**src/rtl/alu_writeback.sv**
```systemverilog
// ALU writeback stage: in-order queue of ALU results retiring to the register-file
// write port, plus the architectural flags register and Jcc condition evaluation.
module alu_writeback #(
   parameter int         DEPTH       = 2,
   parameter logic [4:0] FLAGS_RESET = 5'b00000
) (
   input  logic                       clk,
   input  logic                       rst_n,
   input  logic                       in_valid,
   output logic                       in_ready,
   input  logic [31:0]                in_result,
   input  logic [4:0]                 in_status,
   input  logic [4:0]                 in_wr_flags,
   input  logic                       in_wr_reg,
   input  logic [2:0]                 in_dst,
   output logic                       rf_wr_en,
   output logic [2:0]                 rf_wr_idx,
   output logic [31:0]                rf_wr_data,
   input  logic                       rf_wr_ack,
   output logic [4:0]                 flags,
   input  logic [3:0]                 cc_sel,
   output logic                       cc_true,
   output logic [$clog2(DEPTH):0]     pending
);

   // Status/flags bit order.
   localparam int STAT_CF = 0;
   localparam int STAT_ZF = 1;
   localparam int STAT_SF = 2;
   localparam int STAT_OF = 3;
   localparam int STAT_PF = 4;

   localparam int PW = $clog2(DEPTH);
   localparam int CW = PW + 1;
   localparam logic [CW-1:0] DEPTH_C = CW'(DEPTH);

   logic [31:0]   result_mem   [DEPTH];
   logic [4:0]    status_mem   [DEPTH];
   logic [4:0]    wr_flags_mem [DEPTH];
   logic          wr_reg_mem   [DEPTH];
   logic [2:0]    dst_mem      [DEPTH];

   logic [PW-1:0] rd_ptr;
   logic [PW-1:0] wr_ptr;
   logic [CW-1:0] count;
   logic [4:0]    flags_q;

   logic          not_empty;
   logic          push;
   logic          pop;
   logic [31:0]   head_result;
   logic [4:0]    head_status;
   logic [4:0]    head_wr_flags;
   logic          head_wr_reg;
   logic [2:0]    head_dst;

   // Handshakes: an input entry transfers on a rising edge where in_valid & in_ready;
   // a register-file write completes on an edge where rf_wr_en & rf_wr_ack. in_ready
   // depends only on registered occupancy, so a pop never raises it in the same cycle.
   assign in_ready  = (count < DEPTH_C);
   assign not_empty = (count != '0);
   assign push      = in_valid & in_ready;

   assign head_result   = result_mem[rd_ptr];
   assign head_status   = status_mem[rd_ptr];
   assign head_wr_flags = wr_flags_mem[rd_ptr];
   assign head_wr_reg   = wr_reg_mem[rd_ptr];
   assign head_dst      = dst_mem[rd_ptr];

   assign pop        = not_empty & (~head_wr_reg | rf_wr_ack);
   assign rf_wr_en   = not_empty & head_wr_reg;
   assign rf_wr_idx  = not_empty ? head_dst : 3'd0;
   assign rf_wr_data = not_empty ? head_result : 32'd0;
   assign flags      = flags_q;
   assign pending    = count;

   // Payload storage needs no reset: every head output is qualified by occupancy.
   always_ff @(posedge clk) begin
      if (push) begin
         result_mem[wr_ptr]   <= in_result;
         status_mem[wr_ptr]   <= in_status;
         wr_flags_mem[wr_ptr] <= in_wr_flags;
         wr_reg_mem[wr_ptr]   <= in_wr_reg;
         dst_mem[wr_ptr]      <= in_dst;
      end
   end

   always_ff @(posedge clk or negedge rst_n) begin
      if (!rst_n) begin
         rd_ptr  <= '0;
         wr_ptr  <= '0;
         count   <= '0;
         flags_q <= FLAGS_RESET;
      end else begin
         if (push) wr_ptr <= wr_ptr + 1'b1;
         if (pop) begin
            rd_ptr  <= rd_ptr + 1'b1;
            flags_q <= (head_wr_flags & head_status) | (~head_wr_flags & flags_q);
         end
         case ({push, pop})
            2'b10:   count <= count + 1'b1;
            2'b01:   count <= count - 1'b1;
            default: count <= count;
         endcase
      end
   end

   always_comb begin
      cc_true = 1'b0;
      case (cc_sel)
         4'h0: cc_true =  flags_q[STAT_OF];
         4'h1: cc_true = ~flags_q[STAT_OF];
         4'h2: cc_true =  flags_q[STAT_CF];
         4'h3: cc_true = ~flags_q[STAT_CF];
         4'h4: cc_true =  flags_q[STAT_ZF];
         4'h5: cc_true = ~flags_q[STAT_ZF];
         4'h6: cc_true =  (flags_q[STAT_CF] | flags_q[STAT_ZF]);
         4'h7: cc_true = ~(flags_q[STAT_CF] | flags_q[STAT_ZF]);
         4'h8: cc_true =  flags_q[STAT_SF];
         4'h9: cc_true = ~flags_q[STAT_SF];
         4'hA: cc_true =  flags_q[STAT_PF];
         4'hB: cc_true = ~flags_q[STAT_PF];
         4'hC: cc_true =  (flags_q[STAT_SF] ^ flags_q[STAT_OF]);
         4'hD: cc_true = ~(flags_q[STAT_SF] ^ flags_q[STAT_OF]);
         4'hE: cc_true =  (flags_q[STAT_ZF] | (flags_q[STAT_SF] ^ flags_q[STAT_OF]));
         4'hF: cc_true = ~(flags_q[STAT_ZF] | (flags_q[STAT_SF] ^ flags_q[STAT_OF]));
         default: cc_true = 1'b0;
      endcase
   end

endmodule
```
**config.mk**
```make
export PLATFORM = sky130hd
export DESIGN_NAME = alu_writeback
export DESIGN_NICKNAME = d
export VERILOG_FILES = /design/src/rtl/alu_writeback.sv
export SDC_FILE = /design/constraint.sdc
export NUM_CORES = 1
export LEC_CHECK = 0
export CELL_PAD_IN_SITES_DETAIL_PLACEMENT = 0
export CELL_PAD_IN_SITES_GLOBAL_PLACEMENT = 1
export CORE_MARGIN = 3
export CORE_UTILIZATION = 43
export DETAILED_ROUTE_END_ITERATION = 6
export PLACE_DENSITY = 0.85
export SLEW_MARGIN = 20
export SYNTH_ARGS = -nofsm -noshare
export SYNTH_HDL_FRONTEND = slang
export SYNTH_SLANG_ARGS = --single-unit
```
**constraint.sdc**
```tcl
create_clock -name clk -period 6.11 [get_ports clk]
set_input_delay 0.9165 -clock clk [delete_from_list [all_inputs] [get_ports clk]]
set_output_delay 0.9165 -clock clk [all_outputs]
set_load 0.005 [all_outputs]
```
==> run_results.csv, run 1 <==
group,metric,value,unit
critical_path,worst_setup_path_end_kind,"primary output",
floorplan,start_util,44.70,%
sta,fmax,0.2569,GHz
pwr,seqPwrFrac,43.9,%
yosys,synth.distinct_cells,23,
critical_path,setup.worst_path.start,"cc_sel[1]",
pwr,p_switching,713.6,µW
pwr,switching_share,31.01,%
critical_path,crit_type,"primary input to primary output",
worst_hold_path,hp-start,"wr_ptr$_DFFE_PN0P_",
yosys,synthCells,237,
cells_and_area,multi_input_area,904.6,µm²
sta,rsz0062_at_grt,"false",
clock_tree,ctsHoldBuffers,0,
sta,fin_crit_sh,63.70,%
clock_tree,root_buffer,"clkbuf_8",
placed_design,hpwlAfterDp,4785,µm
sta,setup_viol,0,
route,top_layer,"met4",
route,via_per_inst,4.932,
sta,timing.setup.tns,0,ns
sta,min_period,3.892,ns
sta,hold_viol,0,
pwr,powerDensity,436.4,mW/mm²
yosys,synth_warnings,0,
route,drcViolationCount,0,
floorplan,dieArea,0.01034,mm²
route,vias,2234,
route,wl,7179,µm
cells_and_area,fin_nets,395,
pwr,p_int,1.588,mW
global_routing,first_global_vias,2349,
yosys,synth_nets,292,
critical_path,worstPathRequired,5.19,ns
pwr,ir_worst_vdd,0.1969,mV
cells_and_area,diodes,0,
clock_tree,cts_htree_levels,3,
worst_hold_path,hp-class,"flop to flop",
clock_tree,cts_made_buffers,9,
cells_and_area,final_core_utilization,59.89,%
critical_path,cp.arrival,2.98,ns
yosys,syn_avg_cell_area,16.61,µm²
clock_tree,clockBufferDepth,2,
route,wirelength_met1,2982,µm
placed_design,placed_cells,437,
route,ant_nets,0,
run_status,status,"complete, no violations",
sta,max_slew_margin,40.10,%
floorplan,fp-row-count,34,
critical_path,startpoint_type,"primary input",
yosys,synth_area,0.003936,mm²
sta,clock_skew,0.009132,ns
placed_design,gp_congestion,0.6745,
placed_design,numPortBuffers,98,
clock_tree,clk_latency,0.36,ns
global_routing,grt_overflow,0,
yosys,ys_ff_latch,101,
pwr,p_leak,1.912,nW
clock_tree,clock_sink_count,101,
global_routing,grt_pass1_wl,11180,µm
route,firstDrtPassIters,4,
floorplan,num_io_pins,99,
cells_and_area,layout_common_cells,"98 x clkdlybuf4s50_1, 92 x edfxtp_1, 46 x mux2i_1, 39 x nor2_1",
critical_path,crit_fanout,7,
floorplan,core,0.008806,mm²
cells_and_area,final-seq-area,0.002989,mm²
route,drtIter0Drc,105,
route,wl_met3,438,µm
global_routing,antenna_found_initial,0,
yosys,yosysSeqAreaShare,75.91,%
critical_path,worstReg2RegStart,"rd_ptr$_DFFE_PN0P_",
cells_and_area,area_growth,33.98,%
sta,slew_viol_final,0,
global_routing,grt_max_degree,47,
cells_and_area,final_layout_size_suffix_gt1_share,7.826,%
floorplan,die_w,101.7,µm
sta,worst_slew_pin_slew,0.8986,ns
floorplan,die_height,101.7,µm
flow_run,maxCapViolCount,0,
route,wire_per_inst,15.85,µm
clock_tree,post_cts_buffers,0,
sta,hold_slack,0.5484,ns
cells_and_area,mostFrequentLayoutCell,"clkdlybuf4s50_1",
clock_tree,postCtsResizedCells,0,
clock_tree,cts_tree,"done",
pwr,power_frac_comb,39.3,%
cells_and_area,stdcell_count,453,
clock_tree,clkTransAtPathRegs,0.09,ns
route,dr_wl_met2,3612,µm
cells_and_area,fillCellCount,683,
global_routing,grtUsageTotal,14.56,%
pwr,p_clk_share,16.8,%
[state kept, by name (all words and copies together), names as in the netlist, named ones only]
name and count:
result_mem 64, wr_flags_mem 10, wr_ptr 1, status_mem 10
wr_reg_mem 2, dst_mem 6, rd_ptr 1, pending 2
[worst paths after layout]
| path | endpoint | slack (ns) | cells past startpoint |
|---|---|---|---|
| min in group asynchronous | wr_ptr$_DFFE_PN0P_ | 0.85 | 1 |
| max in group asynchronous | rd_ptr$_DFFE_PN0P_ | 4.95 | 1 |
| worst max-delay path | cc_true | 2.22 | 6 |
| worst max register to register | pending[1]$_DFFE_PN0P_ | 3.65 | 6 |
| worst min register to register | wr_ptr$_DFFE_PN0P_ | 0.55 | 1 |
| worst min-delay path | wr_ptr$_DFFE_PN0P_ | 0.55 | 1 |
[cells by family after synthesis]
group / after synthesis / share of synthesized area, %
AO/OA/AOI/OAI: 17 / 2.861
buffers and inverters: 13 / 1.526
flip-flops: 101 / 75.91
adder cells (fa/ha/maj): 1 / 0.3178
AND/OR/NAND/NOR: 47 / 4.864
XOR/XNOR: 11 / 2.448
multiplexers: 47 / 12.08
[Yosys cell counts (all sizes together)]
cell type / number / area share (%)
clkbuf: 3 / 0.29
mux2i: 46 / 12
xnor2: 9 / 2.0
nor3b: 1 / 0.19
a31oi: 2 / 0.32
inv: 3 / 0.29
edfxtp: 92 / 70
mux2: 1 / 0.38
nor2: 41 / 3.9
buf: 7 / 0.95
nand3b: 1 / 0.19
or4: 1 / 0.22
a2111oi: 1 / 0.38
a21oi: 1 / 0.13
o31ai: 5 / 0.95
ha: 1 / 0.32
o21ai: 6 / 0.76
o22ai: 2 / 0.32
and3: 1 / 0.16
nand2: 2 / 0.19
xor2: 2 / 0.45
dfrtp: 9 / 5.7
[per-stage QoR]
| stage | setup WS, ns | cell area, µm² | total power [mW] |
|---|---|---|---|
| floorplan | 2.716 | 3936 | 1.460 |
| CTS | 2.214 | 5274 | 2.342 |
| global route | 2.084 | 5274 | 2.453 |
| finish | 2.218 | 5274 | 2.301 |
| detailed placement | 2.220 | 5091 | 1.951 |
| global placement | 2.287 | 5036 | 1.915 |
[metal layers]
layer / up-vias / track usage [%]
li1: 1092 / -
met1: 1067 / 17.28
met2: 63 / 24.40
met3: 12 / 4.132
met4: 0 / 7.055
met5: - / 0
[critical path, cell delays in order]
cell and delay (ns):
clkdlybuf4s50_1 0.61, mux2_4 0.33, a2111oi_2 0.35, a31oi_1 0.07, o22ai_1 0.18, clkdlybuf4s50_1 0.52
[cell type report]
class                           count  area share, %
Sequential cell                   101          56.68
Timing Repair Buffer              102          19.93
Multi-Input combinational cell    123          17.15
Tap cell                          108          2.562
Clock buffer                        9          2.349
Clock inverter                      7          1.115
Inverter                            3         0.2135
[power groups by stage]
stage	Clock, mW	Sequential, mW	Combinational (mW)
3_3_place_gp	0	1.02	0.891
2_1_floorplan	0	0.984	0.476
5_1_grt	0.433	1.03	0.991
4_1_cts	0.401	1.01	0.928
6_report	0.386	1.01	0.904
3_5_place_dp	0	1.03	0.922
Power figures use the tool's default switching activity.
==> run 2: changes to the inputs <==
- CORE_UTILIZATION: 43 -> 36
- PLACE_DENSITY: 0.85 -> 0.76
- clock period: 6.11 -> 3.3 ns (I/O delays scaled with it)
==> run_results.csv, run 2 (synthesized netlist as in run 1, its figures left out) <==
group,metric,value,unit
route,drcViolationCount,0,
sta,min_period,3.029,ns
cells_and_area,fin_nets,399,
pwr,p_leak,1.922,nW
clock_tree,cts_made_buffers,9,
global_routing,grt_pass1_wl,12170,µm
global_routing,first_global_vias,2512,
critical_path,worst_setup_path_end_kind,"primary output",
sta,timing.setup.tns,0,ns
floorplan,die_w,110.6,µm
floorplan,dieArea,0.01222,mm²
cells_and_area,diodes,0,
critical_path,worstPathRequired,2.80,ns
clock_tree,cts_tree,"done",
clock_tree,clk_latency,0.35,ns
critical_path,startpoint_type,"primary input",
route,ant_nets,0,
clock_tree,cts_htree_levels,3,
cells_and_area,regMostFlops,"result_mem",
route,vias,2284,
route,wire_per_inst,15.64,µm
flow_run,maxCapViolCount,0,
floorplan,core,0.01046,mm²
cells_and_area,layout_common_cells,"98 x clkdlybuf4s50_1, 92 x edfxtp_1, 46 x mux2i_1, 39 x nor2_1",
cells_and_area,stdcell_count,485,
cells_and_area,largest_reg_flops,64,
clock_tree,post_cts_buffers,0,
run_status,status,"complete, no violations",
global_routing,grt_max_degree,31,
sta,fmax,0.3301,GHz
sta,slew_viol_final,0,
critical_path,worstReg2RegStart,"rd_ptr$_DFFE_PN0P_",
critical_path,timing.rr.end,"pending[1]$_DFFE_PN0P_",
sta,clock_skew,0.01196,ns
global_routing,antenna_found_initial,0,
placed_design,gp_congestion,0.7165,
cells_and_area,fillCellCount,915,
placed_design,numPortBuffers,98,
sta,rsz0062_at_grt,"false",
placed_design,hpwlAfterDp,5273,µm
clock_tree,clockBufferDepth,2,
pwr,powerDensity,807.4,mW/mm²
cells_and_area,top_regs,"result_mem: 64 flops, status_mem: 10 flops, wr_flags_mem: 10 flops",
pwr,p_total,4.287,mW
clock_tree,clock_sink_count,101,
global_routing,grtUsageTotal,12.58,%
route,drtIter0Drc,95,
clock_tree,clkTransAtPathRegs,0.10,ns
sta,fin_ws,0.2710,ns
sta,worst_slew_pin_slew,0.6367,ns
critical_path,crit_type,"primary input to primary output",
cells_and_area,mostFrequentLayoutCell,"clkdlybuf4s50_1",
route,firstDrtPassIters,4,
sta,fin_crit_sh,91.79,%
placed_design,place_ws,0.2841,ns
cells_and_area,final_layout_size_suffix_gt1_share,8.596,%
clock_tree,postCtsResizedCells,0,
floorplan,num_io_pins,99,
route,via_per_inst,4.709,
critical_path,cp.arrival,2.53,ns
floorplan,fp-row-count,37,
worst_hold_path,hp-class,"primary input to async pin",
sta,hold_slack,0.4415,ns
pwr,ir_worst_vdd,0.3402,mV
critical_path,crit_fanout,7,
sta,max_slew_margin,57.45,%
clock_tree,ctsHoldBuffers,0,
floorplan,start_util,37.62,%
route,wl,7584,µm
placed_design,placed_cells,469,
sta,setup_viol,0,
cells_and_area,area_growth,34.90,%
floorplan,die_height,110.6,µm
clock_tree,root_buffer,"clkbuf_8",
global_routing,grt_overflow,0,
sta,hold_viol,0,
critical_path,r2r_slack,1.15,ns
critical_path,rr_worst_depth,8,
==> run 2: changes by cell type in the layout (fill, tap and decap cells not counted) <==
| cell | previous run | this run |
|---|---|---|
| clkinv_2 | 1 | 0 |
| clkinv_1 | 0 | 1 |
| clkinv_4 | 3 | 2 |
| inv_6 | 1 | 2 |
| buf_16 | 2 | 0 |
| buf_12 | 0 | 1 |
| buf_4 | 2 | 7 |
==> run 2: area by class of cell <==
type                            instances  area (µm²)  share of cell area [%]
Multi-Input combinational cell        123       904.6                   17.04
Timing Repair Buffer                  106        1054                   19.84
Inverter                                3       11.26                  0.2121
Clock inverter                          7       57.56                   1.084
Tap cell                              136       170.2                   3.205
Clock buffer                            9       123.9                   2.333
Sequential cell                       101        2989                   56.29
==> run 2: where the power goes <==
part           internal (mW)  leakage, nW  switching, mW
clock                  0.285       0.0898          0.428
combinational          0.974        0.880          0.745
sequential              1.70        0.953          0.160
==> run 2: worst max-delay path by stage <==
stage                                    endpoint              startpoint  slack, ns  cells after the start
after global placement                    cc_true               cc_sel[1]       0.31                      6
after detailed placement                  cc_true               cc_sel[1]       0.28                      6
after global routing                      cc_true               cc_sel[1]       0.21                      6
after CTS                                 cc_true               cc_sel[1]       0.27                      6
after floorplan           dst_mem[0][0]$_DFFE_PP_  pending[1]$_DFFE_PN0P_       0.27                      3
final                                     cc_true               cc_sel[1]       0.27                      6
==> run 2: routing by layer <==
layer  GRT usage [%]  part of all wire (%)
met3           3.342                   4.7
met2           22.57                    52
met4           4.926                   1.7
met5               0                     0
met1           14.19                    42
==> run 2: metrics by stage <==
step,utilization (%),instance area [µm²]
3_3_place_gp,49.02,5129
4_1_cts,50.75,5310
6_report,50.75,5310
2_1_floorplan,-,3936
5_1_grt,50.75,5310
3_5_place_dp,49.02,5129
==> run 2: critical path, stage by stage <==
cell             delay [ns]
clkdlybuf4s50_1        0.59
mux2_4                 0.33
a2111oi_2              0.36
a31oi_1                0.07
o22ai_1                0.17
clkdlybuf4s50_1        0.52
